`src/rtl/count_sequence_decoder.sv`:
```
// Receiver for a two-bit 0-1-2-3 counter on two asynchronous lines: synchronises,
// validates increments, locks after a run of legal steps and reports errors/stalls.
module count_sequence_decoder #(
  parameter int SYNC_STAGES = 2,
  parameter int LOCK_STEPS  = 4,
  parameter int TIMEOUT     = 64,
  parameter int ERR_W       = 8
) (
  input  logic             clk,
  input  logic             rst,
  input  logic             in_a,
  input  logic             in_b,
  input  logic             clr_err,
  output logic [1:0]       count,
  output logic             locked,
  output logic             step,
  output logic             wrap,
  output logic             err,
  output logic [ERR_W-1:0] err_cnt,
  output logic             stalled
);

  localparam int IDLE_W = $clog2(TIMEOUT + 1);

  localparam logic [0:0] ACQUIRE = 1'b0;
  localparam logic [0:0] TRACK   = 1'b1;

  logic [SYNC_STAGES-1:0] sync_a, sync_b;
  logic [1:0]             s, prev;
  logic [0:0]             state;
  logic [3:0]             run;
  logic [IDLE_W-1:0]      idle;
  logic                   change, legal, illegal, timeout, err_event;

  // NOTE: every flop, including the synchroniser chain, takes the async reset so
  // the receiver always restarts from a known prev = 0 after reset.
  always_ff @(posedge clk or posedge rst) begin
    if (rst) begin
      sync_a <= '0;
      sync_b <= '0;
      prev   <= 2'd0;
    end else begin
      // NOTE: non-blocking assignments so every stage samples the pre-edge value.
      sync_a <= {sync_a[SYNC_STAGES-2:0], in_a};
      sync_b <= {sync_b[SYNC_STAGES-2:0], in_b};
      prev   <= s;
    end
  end

  assign s         = {sync_a[SYNC_STAGES-1], sync_b[SYNC_STAGES-1]};
  assign count     = prev;
  assign change    = (s != prev);
  assign legal     = (s == 2'(prev + 2'd1));
  assign illegal   = change && !legal;
  assign timeout   = !change && (idle == IDLE_W'(TIMEOUT - 1));
  assign locked    = (state == TRACK);
  assign err_event = (state == TRACK) && illegal;

  always_ff @(posedge clk or posedge rst) begin
    if (rst) begin
      state <= ACQUIRE;
      run   <= 4'd0;
      step  <= 1'b0;
      wrap  <= 1'b0;
      err   <= 1'b0;
    end else begin
      step <= 1'b0;
      wrap <= 1'b0;
      err  <= 1'b0;
      case (state)
        ACQUIRE: begin
          // The locking increment itself is not reported as a step.
          if (legal) begin
            if (run == 4'(LOCK_STEPS - 1)) begin
              state <= TRACK;
              run   <= 4'd0;
            end else begin
              run <= run + 4'd1;
            end
          end else if (illegal) begin
            run <= 4'd0;
          end
        end
        TRACK: begin
          if (legal) begin
            step <= 1'b1;
            wrap <= (prev == 2'd3);
          end else if (illegal) begin
            err   <= 1'b1;
            state <= ACQUIRE;
            run   <= 4'd0;
          end else if (timeout) begin
            state <= ACQUIRE;
            run   <= 4'd0;
          end
        end
        default: begin
          state <= ACQUIRE;
          run   <= 4'd0;
        end
      endcase
    end
  end

  always_ff @(posedge clk or posedge rst) begin
    if (rst) begin
      idle    <= '0;
      err_cnt <= '0;
      stalled <= 1'b0;
    end else begin
      if (change)
        idle <= '0;
      else if (idle != IDLE_W'(TIMEOUT))
        idle <= idle + 1'b1;

      // A clear coinciding with an error leaves exactly that error counted.
      if (clr_err)
        err_cnt <= err_event ? ERR_W'(1) : '0;
      else if (err_event && (err_cnt != '1))
        err_cnt <= err_cnt + 1'b1;

      if (timeout)
        stalled <= 1'b1;
      else if (clr_err)
        stalled <= 1'b0;
    end
  end

endmodule

```
`config.mk`:
```
export PLATFORM = sky130hd
export DESIGN_NAME = count_sequence_decoder
export DESIGN_NICKNAME = d
export VERILOG_FILES = /design/src/rtl/count_sequence_decoder.sv
export SDC_FILE = /design/constraint.sdc
export NUM_CORES = 1
export LEC_CHECK = 0
export BUFFER_PORTS_ARGS = -buffer_cell sky130_fd_sc_hd__buf_2
export CORE_AREA = 8 8 73 88
export CTS_BUF_LIST = sky130_fd_sc_hd__clkbuf_4 sky130_fd_sc_hd__clkbuf_8 sky130_fd_sc_hd__clkbuf_16
export CTS_CLUSTER_DIAMETER = 30
export CTS_CLUSTER_SIZE = 8
export DETAILED_ROUTE_END_ITERATION = 6
export DIE_AREA = 0 0 81 96
export SETUP_SLACK_MARGIN = 0.05
export SLEW_MARGIN = 20
export SYNTH_ARGS = -nofsm -noshare
export SYNTH_HDL_FRONTEND = slang
export SYNTH_SLANG_ARGS = --single-unit
```
`constraint.sdc`:
```
create_clock -name clk -period 4.5 [get_ports clk]
set_input_delay 0.225 -clock clk [delete_from_list [all_inputs] [get_ports clk]]
set_output_delay 0.225 -clock clk [all_outputs]
set_load 0.01 [all_outputs]
```
; Yosys cells after proc, flatten, opt, wreduce, memory -nomap -nowiden
; Cells that the tools add are included.
[op_classes]
n_addsub = 4
n_eq_ne = 10
n_mux = 27
bitwise_logic = 1
reduce_logical = 10
[ops]
columns = op, count
row1 = 4-bit 2-to-1 mux, 6
row2 = 8-bit 2-to-1 mux, 2
row3 = 1-bit 2-to-1 mux, 15
row4 = 7-bit 2-to-1 mux, 2
row5 = "8-bit by 1-bit adder with 8-bit output, second input constant", 1
row6 = "8-bit inequality test, second input constant", 1
row7 = 4-bit case mux with 2 select lines, 1
row8 = "7-bit by 1-bit adder with 7-bit output, second input constant", 1
row9 = "7-bit by 6-bit == test with 1-bit output, second input constant", 1
row10 = "7-bit inequality test, second input constant", 1
row11 = 2-bit nonzero test, 3
row12 = "4-bit by 1-bit adder with 4-bit output, second input constant", 1
row13 = "4-bit by 2-bit == test with 1-bit output, second input constant", 1
row14 = 1-bit logical AND, 4
row15 = "3-bit by 1-bit inequality test with 1-bit output, second input constant", 1
row16 = "3-bit inequality test, second input constant", 1
row17 = 3-bit AND reduction, 1
row18 = "2-bit by 1-bit adder with 2-bit output, second input constant", 1
row19 = 2-bit == test, 1
row20 = "2-bit == test, second input constant", 1
row21 = 1-bit logical NOT, 2
row22 = 2-bit inequality test, 1
row23 = "2-bit inequality test, second input constant", 1
row24 = 1-bit case mux with 2 select lines, 1
row25 = 1-bit NOT, 1
[word_totals]
ff_bits = 30
input_bits = 5
out_inout_bits = 15
word_cells = 63

; Logic depth before layout (Yosys ltp)
[depth]
ltp_word = 8
ltp_mapped = 8

; Worst setup path after synthesis
; No wires, ideal clock.
[synth_path]
path_type = register to register
startpoint = register prev[0] (netlist: count[0])
endpoint = register err_cnt[4]
setup_time_ns = 0.125
t_arrival_ns = 1.857
slack_ns = 2.518
stages_incl_launch_ff = 8
period_less_slack_ns = 1.982
path_cell_list = dfrtp_1 > ha_1 > and2b_1 > o211a_1 > nor2_1 > buf_6 > nor4b_4 > mux2_4
[synth_between]
elab_chain_cells = 7
elab_cells_between_ends = 8
classes_between = add/sub (1) / eq/ne (2) / reduce/logical (5)
[synth_lines]
columns = item, line_no
row1 = start: declaration, 29  ; logic [1:0] s, prev;
row2 = start signal: assignment, 46  ; prev <= s;
row3 = 2-bit by 1-bit adder with 2-bit output, 53  ; assign legal = (s == 2'(prev + 2'd1));
row4 = 2-bit == test, 53
row5 = 1-bit logical NOT, 54  ; assign illegal = change && !legal;
row6 = 1-bit logical AND *, 54
row7 = 1-bit logical AND *, 57  ; assign err_event = (state == TRACK) && illegal;
row8 = 1-bit logical AND *, 119  ; else if (err_event && (err_cnt != '1))
row9 = 2-bit nonzero test (no line) *, n/a
row10 = end signal: assignment, 118  ; err_cnt <= err_event ? ERR_W'(1) : '0;
row11 = end signal: assignment, 120  ; err_cnt <= err_cnt + 1'b1;
row12 = end: declaration, 19  ; output logic [ERR_W-1:0] err_cnt,
; Mark *: on every way between the ends. The rest lies on a longest branch, timed or not.
; A chain may end at the register's enable or synchronous reset.

; Worst setup path in the final report
[layout_path]
startpoint = register prev[1] (netlist: count[1])
endpoint = register err_cnt[4]
; Same word-level chain as after synthesis.

==> metrics.md <==
| Metric | Value |
|---|---|
| Status | finished, final reports clean |
| Diode count | 0 |
| Ports | 20 |
| Synthesized Nets | 154 |
| RSZ-0062 raised after global routing | no |
| DRT iter0 DRCs | 63 |
| Synth Warn # | 0 |
| Syn avg cell area | about 10 um2 |
| Die Wd | ~81 um |
| Sequential Power Share | 0.514 |
| Slew Limit Fails | 0 |
| Synth area leader | dfrtp_1 |
| Core Box Area | 0.005080 mm2 |
| PD cells | between 300 and 400 mW/mm2 |
| Largest net degree at the start of global routing | 31 |
| Hold Slack | ~11 ps |
| Layout Skew | 7.726 ps |
| Initial antenna violation count | 0 |
| Shortest period the worst path allows | ~2400 ps |
| Yosys cell types | just over 40 |
| Synthesized area | roughly 0.0015 mm2 |
| Clock sink count | 30 |
| Initial Util | 0.2961 |
| Total negative slack | 0 ps |
| Clock tree buffer depth | 2 |
| Max Cap Viol | 0 |
| GRT overflow | 0 |
| CTS Hold Bufs | 0 |
| EDFF count, synth | 0 |
| PortBufs | 19 |
| Post-Synthesis Cells | around 140 |
| First-pass GRT wire length | roughly 5.2 mm |
| GRT Resource Usage Total | 0.08619 |
| Clock Latency Late Sink | approximately 280 ps |
| DRC Markers | 0 |
| Clock transition at path regs | approximately 70 ps |
| Req. time, crit path | between 4000 and 5000 ps |
| Kind of critical path | reg2reg |
| DP Worst Slack | roughly 2100 ps |
| Yosys top cell area share | 0.4992 |
| Crit. End Element | register |
| Switching power share of the total | 0.2405 |
| Routed via count | 1123 |
| Die height | 96 um |
| Cell row count | 29 |
| Die area | ~0.0078 mm2 |
| Leak Pwr | approximately 0.81 nW |
| Max IR drop VDD | approximately 140 uV |
| Peak Freq | roughly 420 MHz |
| Area grow syn2layout | 16.47% |
| Setup WS post-layout | about 2100 ps |
| Routed Antenna Nets | 0 |
| Post-CTS Setup Inserts | 0 |
| Nets | 178 |
| Core Util, Final | 0.3448 |
| Layout cells sized above 1 | 0.1953 |
| Wire length per cell | 12.42 um |
| Worst EP arrival | around 2600 ps |
| Tcrit/Tclk final | 0.5310 |
| DP Wirelength | between 2 and 2.5 mm |
| CTS tree | built |
| R2R setup slack | approximately 2100 ps |
| Worst setup SP type | register |
| Vias in the first global route | 1147 |
| TritonCTS buffer count | 5 |
| CTS H-tree depth | 2 |
| Top cells by area, synth | dfrtp_1 50%, nor2_1 4.2%, ha_1 4.2%, a21oi_1 2.7%, nand2_1 2.5% |
| Worst hold path type | in2async |
| Cell Int Power | 0.0004281 W |
| Rel. slew slack | 0.3894 |
| Comb pwr share | 0.086 |
| Routed wire length | between 2 and 3 mm |
| Number of detailed-route iterations in the first pass | 4 |
| Top_reg_cell synth | dfrtp_1 |
| # setup viols final | 0 |
| Final hold vios | 0 |
| Post-synth ARST share | 1.000 |
| RePlAce Congestion | 0.7442 |
| Register area share after synthesis | 0.4992 |
| Number of vias per cell | 4.861 |
| P_sw | ~0.00014 W |
| Worst-margin pin slew | approximately 910 ps |
| Worst-path maximum fanout | 12 |
| CTS root buffer | clkbuf_8 |
| Clk pwr share | 0.401 |
| Synth Register Bits | 30 |
| Post-CTS Resized | 0 |
path summary, 6_finish.rpt:
kind	startpoint	end	cells past startpoint
worst max-delay path	count[1]	err_cnt[4]	6
worst min-delay path	rst	stalled	3
worst max register to register	count[1]	err_cnt[4]	6
worst min register to register	sync_b[0]	sync_b[1]	0
max in group asynchronous	rst	count[1]	3
min in group clk	in_a	sync_a[0]	1
cells in the final DEF, fill, tap and decap left out, types with 2 or more instances in the layout:
master    count
a21o_1        2
o21ai_0       5
nand4_1       3
inv_1         8
nor2b_1       4
or4_1         2
a21oi_1       8
nor2_1       17
nand2b_1      2
nand3_1       5
nor3_1        2
or3_1         4
dfrtp_1      30
mux2_4        2
xnor2_1       3
nand2_1      10
clkbuf_8      6
xor2_1        4
ha_1          5
nor4b_1       2
nand3b_1      3
buf_2        19
a22o_1        3
cells in the mapped netlist (all sizes together) (4+ instances only):
master and n:
inv 8, nand2 10, or3 4, nor2 17, ha 5, nor2b 4, nand3 5, dfrtp 30
xor2 4, a21oi 8, o21ai 6
per-stage QoR:
| step | area, um2 | power, W | std cells |
|---|---|---|---|
| 4_1_cts | 1752 | 0.0005762 | 231 |
| 5_1_grt | 1752 | 0.0005911 | 231 |
| 6_report | 1752 | 0.0005636 | 231 |
| 3_3_place_gp | 1657 | 0.0003430 | 223 |
| 2_1_floorplan | 1504 | 0.0003295 | 144 |
| 3_5_place_dp | 1657 | 0.0003442 | 223 |
cell families (layout without fill, tap and decap cells):
logic type,Yosys count,in the layout,share of synthesized area
AOI/OAI and AO/OA,26,26,0.1107
xor gates and xnor gates,7,7,0.04077
adders and majority gates,5,5,0.04160
buffers and inverters,11,36,0.03827
DFF,30,30,0.4992
muxes,3,3,0.02662
and+or+nand+nor,62,62,0.2429
layer usage:
layer	global-route usage	up-vias	part of all wire
li1	-	555	-
met3	0.03364	6	0.052
met1	0.09494	533	0.43
met2	0.1407	29	0.49
met5	0	-	0
met4	0.04478	0	0.024
worst max-delay path: stages, from the launching register on:
cell and delay [ps]:
dfrtp_1 420, ha_1 310, and2b_1 190, o211a_1 200
nor2_1 700, nor4b_4 120, mux2_4 330
layout make-up:
cell class,count,area (um2)
fillers,527,3328
flip-flops and latches,30,750.7
multi-input cells,103,695.7
repair buffers,20,102.6
clock buffers,7,90.09
well taps,62,77.57
inverters,8,30.03
clock inverters,1,5.005
power groups by stage:
stage | sequential, W | combinational, W | clock, W
5_1_grt | 0.000291 | 0.0000567 | 0.000243
6_report | 0.000289 | 0.0000482 | 0.000226
3_3_place_gp | 0.000294 | 0.0000487 | 0
2_1_floorplan | 0.000293 | 0.0000368 | 0
4_1_cts | 0.000289 | 0.0000496 | 0.000237
3_5_place_dp | 0.000295 | 0.0000497 | 0
registers in the layout, summed over array words and instances (netlist names):
register	count
count	2
err	1
err_cnt	8
idle	7
locked	1
run	4
stalled	1
step	1
sync_a	2
sync_b	2
wrap	1
No activity file was read; power rests on OpenSTA's default activity.
